### src/rtl/input_port_ctrl.sv
// ---------------------------------------------------------------------------
// input_port_ctrl
//   Synchronizes, debounces and reports events on NUM_PINS asynchronous input
//   pins. The lowest-numbered pending pin is presented to a processor, which
//   acknowledges it with a one-cycle (or held) ack.
//
//   Optional feature macro: INPUT_PORT_EDGE_LATCH_EN
//     defined   : a pending bit per pin latches each 0->1 edge of the
//                 debounced level and is cleared by ack.
//     undefined : pending follows the debounced level and ack is ignored.
//
// Ports
//   clk        in   clock, all state on rising edge
//   rst        in   synchronous active-high reset
//   pin_raw    in   [NUM_PINS] asynchronous external pins
//   ack        in   processor acknowledges the reported pin
//   signal     out  registered, some pin event is pending
//   pin_in     out  [SEL_W] registered, index of lowest pending pin
//   pin_level  out  [NUM_PINS] registered debounced pin levels
// ---------------------------------------------------------------------------

// Per-pin lane: 2-flop synchronizer followed by a debounce counter.
//   i_clk, i_rst : clock, synchronous reset
//   i_raw        : asynchronous pin
//   o_level      : registered debounced level
//   o_rise       : combinational, o_level goes 0->1 at the coming edge
module input_port_lane #(
    parameter int DEBOUNCE_CYCLES = 4
) (
    input  logic i_clk,
    input  logic i_rst,
    input  logic i_raw,
    output logic o_level,
    output logic o_rise
);
    localparam logic [7:0] CNT_LAST = 8'(DEBOUNCE_CYCLES - 1);

    logic       r_sync1;
    logic       r_sync2;
    logic [7:0] r_cnt;
    logic       r_level;
    logic       w_flip;

    // The DEBOUNCE_CYCLES-th consecutive differing edge commits the new level.
    assign w_flip  = (r_sync2 != r_level) && (r_cnt == CNT_LAST);
    assign o_rise  = w_flip && r_sync2;
    assign o_level = r_level;

    always_ff @(posedge i_clk) begin
        if (i_rst) begin
            r_sync1 <= 1'b0;
            r_sync2 <= 1'b0;
            r_cnt   <= '0;
            r_level <= 1'b0;
        end else begin
            r_sync1 <= i_raw;
            r_sync2 <= r_sync1;
            if (r_sync2 == r_level) begin
                r_cnt <= '0;
            end else if (w_flip) begin
                r_level <= r_sync2;
                r_cnt   <= '0;
            end else begin
                r_cnt <= r_cnt + 8'd1;
            end
        end
    end
endmodule

module input_port_ctrl #(
    parameter int NUM_PINS        = 4,
    parameter int SEL_W           = 2,
    parameter int DEBOUNCE_CYCLES = 4
) (
    input  logic                clk,
    input  logic                rst,
    input  logic [NUM_PINS-1:0] pin_raw,
    input  logic                ack,
    output logic                signal,
    output logic [SEL_W-1:0]    pin_in,
    output logic [NUM_PINS-1:0] pin_level
);
    logic [NUM_PINS-1:0] w_rise;
    logic [NUM_PINS-1:0] w_pend;
    logic                w_any;
    logic [SEL_W-1:0]    w_sel;

    for (genvar g = 0; g < NUM_PINS; g++) begin : g_lane
        input_port_lane #(
            .DEBOUNCE_CYCLES(DEBOUNCE_CYCLES)
        ) u_lane (
            .i_clk  (clk),
            .i_rst  (rst),
            .i_raw  (pin_raw[g]),
            .o_level(pin_level[g]),
            .o_rise (w_rise[g])
        );
    end

`ifdef INPUT_PORT_EDGE_LATCH_EN
    logic [NUM_PINS-1:0] r_pend;
    logic [NUM_PINS-1:0] w_clr;
    logic                r_acked;
    logic                w_ack_ok;

    // signal/pin_in lag the pending clear by one edge, so an ack is refused
    // on the edge right after an accepted one: a held ack then clears at most
    // one pin per reported pin_in value.
    assign w_ack_ok = ack && signal && !r_acked;

    always_comb begin
        w_clr = '0;
        if (w_ack_ok) w_clr[pin_in] = 1'b1;
    end

    always_ff @(posedge clk) begin
        if (rst) begin
            r_pend  <= '0;
            r_acked <= 1'b0;
        end else begin
            // A new rise wins over a coincident clear of the same pin.
            r_pend  <= (r_pend & ~w_clr) | w_rise;
            r_acked <= w_ack_ok;
        end
    end

    assign w_pend = r_pend;
`else
    logic w_unused;
    assign w_unused = ^{w_rise, ack};
    assign w_pend   = pin_level;
`endif

    // Fixed priority: lowest pending index wins.
    always_comb begin
        w_any = |w_pend;
        w_sel = '0;
        for (int i = NUM_PINS - 1; i >= 0; i--) begin
            if (w_pend[i]) w_sel = SEL_W'(i);
        end
    end

    always_ff @(posedge clk) begin
        if (rst) begin
            signal <= 1'b0;
            pin_in <= '0;
        end else begin
            signal <= w_any;
            pin_in <= w_sel;
        end
    end
endmodule

### config.mk
export PLATFORM = sky130hd
export DESIGN_NAME = input_port_ctrl
export DESIGN_NICKNAME = d
export VERILOG_FILES = /design/src/rtl/input_port_ctrl.sv
export SDC_FILE = /design/constraint.sdc
export NUM_CORES = 1
export LEC_CHECK = 0
export CAP_MARGIN = 20
export CORE_MARGIN = 2
export CORE_UTILIZATION = 43
export DETAILED_ROUTE_END_ITERATION = 7
export DONT_BUFFER_PORTS = 1
export PLACE_DENSITY = 0.65
export SYNTH_ARGS = -nofsm -noshare
export SYNTH_HDL_FRONTEND = slang
export SYNTH_SLANG_ARGS = --single-unit
### constraint.sdc
create_clock -name clk -period 1.7 [get_ports clk]
set_input_delay 0.17 -clock clk [delete_from_list [all_inputs] [get_ports clk]]
set_output_delay 0.17 -clock clk [all_outputs]
set_load 0.005 [all_outputs]
==> metrics.log <==
INFO  metric grt_overflow_total = 0
INFO  metric cts_tree = yes
INFO  metric max_fo_critical_path = 4
INFO  metric groute.usage.overall = between 10% and 20%
INFO  metric synth_area = about 1900 um^2
INFO  metric grt_max_degree = 17
INFO  metric category_of_cells_accounting_for_the_largest_share_of_critical_path_delay = simple AND/OR/NAND/NOR gates
INFO  metric port_buffers = 0
INFO  metric sw_frac_of_total = around a fifth
INFO  metric syn_nets = 214
INFO  metric drive_above_1_share = 10.9%
INFO  metric initial_cell_density_of_the_core = 45.6%
INFO  metric postCtsSetupRepairBufs = 0
INFO  metric vias = 1,365
INFO  metric layout_worst_path_cycle_share = ~94%
INFO  metric critical_path_buf_inv_count = 0
INFO  metric dieHeight = approximately 70 um
INFO  metric endpoint_type_of_the_worst_setup_path = flip-flop
INFO  metric min-delay-path-class = input port to flip-flop
INFO  metric postSynthCellCount = roughly 200
INFO  metric finalHoldViolations = 0
INFO  metric synth_largest_area_cell = dfxtp_1
INFO  metric detail_route.first_pass.iterations = 4
INFO  metric clock.fmax = roughly 620 MHz
INFO  metric number_of_antenna_violations_at_the_first_check_in_global_routing = 0
INFO  metric irDropWorstVdd = 0.000484 V
INFO  metric drcViolationCount = 0
INFO  metric final.fill_count = approximately 380
INFO  metric antennaDiodeCount = 0
INFO  metric power.switching = a little over 0.4 mW
INFO  metric final_period_minus_worst_setup_slack = between 1.5 and 2 ns
INFO  metric post_synth.cell_area_avg = 9.17 um^2
INFO  metric max-clock-path-buffers = 2
INFO  metric clockPowerShare = a little over two fifths
INFO  metric detail_route.vias_per_cell = roughly 5.1
INFO  metric power.static_leakage = 0.742 nW
INFO  metric final_count_of_pins_violating_max_slew = 0
INFO  metric totalNegativeSetupSlack = 0 ns
INFO  metric most_frequent_cell_after_synthesis = dfxtp_1
INFO  metric clock_latency = about 0.3 ns
INFO  metric result_of_the_run = complete, no violations
INFO  metric clock-skew-final = about 0.012 ns
INFO  metric start_kind = flip-flop
INFO  metric floorplan.die_area = about 4900 um^2
INFO  metric pwrdens = 937 nW/um^2
INFO  metric critical_path_class = flip-flop to flip-flop
INFO  metric global_route_wire_length_before_repair = roughly 5300 um
INFO  metric cts_inserted_buffers = 5
INFO  metric wl = roughly 3000 um
INFO  metric async_reset_ff_share = 0%
INFO  metric slowest_stage = or4b_1
INFO  metric internal_power_summed_over_all_cells = 1.58 mW
INFO  metric design.core.area = just over 4000 um^2
INFO  metric synth_top_area_share = around half
INFO  metric worstPathArrival = approximately 1.8 ns
INFO  metric die-width = 69.8 um
INFO  metric critical_path.max_stage_delay = 0.50 ns
INFO  metric clock_sink_count = 47
INFO  metric critical_path_required = 1.93 ns
INFO  metric cts.clk_slew.worst_paths = around 0.090 ns
INFO  metric design.final.nets = 230
INFO  metric row_count = 23
INFO  metric dominant_synthesized_flop_cell = dfxtp_1
INFO  metric dpl.hpwl = 2080 um
INFO  metric yosys-top-cells-count = dfxtp_1, nor2_1, a21oi_1
INFO  metric detail_route.wl_per_cell = between 10 and 15 um
INFO  metric finalWeightedCongestion = roughly 0.75
INFO  metric synth_enable_flop_cells = 0
INFO  metric max_slew_margin = between 60% and 70%
INFO  metric antenna_violation_net_count_after_detailed_routing = 0
INFO  metric number_of_storage_elements_in_the_synthesis_netlist = 47
INFO  metric synth-seq-area-share = between 50% and 60%
INFO  metric drv.max_cap_violation_count = 0
INFO  metric grt_pass1_vias = roughly 1,200
INFO  metric io_pins = 14
INFO  metric transition_time_of_the_tightest_slew_check_pin = ~0.56 ns
INFO  metric yosys-top-cells-area = dfxtp_1, or3_1, xor2_1
INFO  metric layout-area-overhead-vs-synth = 14.0%
INFO  metric synth_cell_type_count = 25
INFO  metric finalSetupViolCount = 0
INFO  metric htree_num_levels = 2
INFO  metric share_comb_of_total_power = 2.2%
INFO  metric first_iter_violations = 53
INFO  metric cts_root_buf = clkbuf_8
INFO  metric grt_setup_unrepaired = no
INFO  metric synth_warnings = 0
INFO  metric path_cells = ha_1 -> or4b_1 -> or3_1 -> a21oi_1
INFO  metric share_of_power_burned_in_registers = between 50% and 60%
INFO  metric p_total = 1.99 mW
-- layout by cell type (no fill, tap or decap), types with 2 or more instances in the layout --
cell | synthesis | layout
or4_1 | 2 | 2
o211ai_2 | 2 | 2
clkbuf_8 | 0 | 5
dfxtp_1 | 47 | 46
o21ai_0 | 14 | 14
ha_1 | 4 | 4
nand3_1 | 15 | 15
a21oi_1 | 18 | 18
buf_4 | 4 | 10
nor2b_1 | 8 | 8
o211ai_1 | 2 | 2
xor2_1 | 12 | 12
o31ai_1 | 2 | 2
or4b_1 | 2 | 2
or3_1 | 17 | 17
nand2_1 | 9 | 9
dlygate4sd3_1 | 0 | 4
inv_1 | 11 | 11
xnor2_1 | 4 | 4
nor2_1 | 22 | 22
nand4_1 | 2 | 2
-- power groups by stage --
stage / combinational (mW) / sequential [mW] / clock, mW
after floorplan: 0.0230 / 1.14 / 0
after global routing: 0.0489 / 1.12 / 0.900
final: 0.0441 / 1.12 / 0.828
after detailed placement: 0.0319 / 1.14 / 0
after CTS: 0.0425 / 1.12 / 0.855
after global placement: 0.0312 / 1.14 / 0
-- final cells by class --
cell class / count / area, um^2 / share of cell area, %
Clock buffer: 5 / 68.8 / 3.24
Tap cell: 50 / 62.6 / 2.95
Clock inverter: 3 / 47.5 / 2.24
Timing Repair Buffer: 14 / 115 / 5.42
Inverter: 11 / 41.3 / 1.94
Multi-Input combinational cell: 140 / 846 / 39.8
Sequential cell: 47 / 942 / 44.4
-- registers in the layout (all words and copies together) (netlist names) --
register	cells
g_lane.u_lane.r_cnt	32
g_lane.u_lane.r_sync1	4
g_lane.u_lane.o_level	4
signal	1
pin_in	2
g_lane.u_lane.r_sync2	4
-- worst reg2reg max path, stage by stage (launching register included) --
cell and delay [ns]:
dfxtp_2 0.36, ha_1 0.16, or4b_1 0.50, or3_1 0.38, a21oi_1 0.13
-- per-layer routing --
layer	wire length [um]	GRT usage [%]	up-vias
met5	0	0	-
met4	46	6.20	0
met3	133	4.65	5
met2	1230	17.6	24
met1	1600	18.5	604
li1	-	-	732
-- metrics by stage --
step | hold slack (ns) | util, % | area (um^2) | setup slack (ns) | instances
3_5_place_dp | 0.244 | 48.1 | 1970 | 0.106 | 258
3_3_place_gp | 0.244 | 48.1 | 1970 | 0.134 | 258
5_1_grt | 0.0134 | 52.0 | 2120 | 0.0155 | 270
2_1_floorplan | 0.242 | - | 1860 | 0.119 | 203
6_report | 0.0117 | 52.0 | 2120 | 0.0947 | 270
4_1_cts | 0.00106 | 51.7 | 2110 | 0.0449 | 269
-- repair_timing --
action / 4_1_cts / 5_1_grt
endpoints found under the hold margin: 15 / 1
setup endpoints to repair: 0 / 1
gates resized for setup: 0 / 1
hold buffers: 3 / 1
-- cell families (layout without fill, tap and decap cells) --
| group | count (synthesis) | in the layout | share of synthesized area, % |
|---|---|---|---|
| buf+inv | 16 | 33 | 4.03 |
| simple gates | 82 | 82 | 23.7 |
| fa+ha+maj | 4 | 4 | 2.69 |
| flops | 47 | 47 | 50.5 |
| xor+xnor | 16 | 16 | 7.53 |
| compound gates | 38 | 38 | 11.6 |
-- worst paths after layout --
kind | end | cells past startpoint | start | slack (ns)
worst max register to register | g_lane[0].u_lane.o_level | 4 | g_lane[0].u_lane.r_cnt[1] | 0.09
worst max-delay path | g_lane[0].u_lane.o_level | 4 | g_lane[0].u_lane.r_cnt[1] | 0.09
worst min-delay path | g_lane[2].u_lane.r_sync1 | 1 | pin_raw[2] | 0.01
worst min register to register | g_lane[2].u_lane.r_sync2 | 1 | g_lane[2].u_lane.r_sync1 | 0.44
Power figures use the tool's default switching activity.
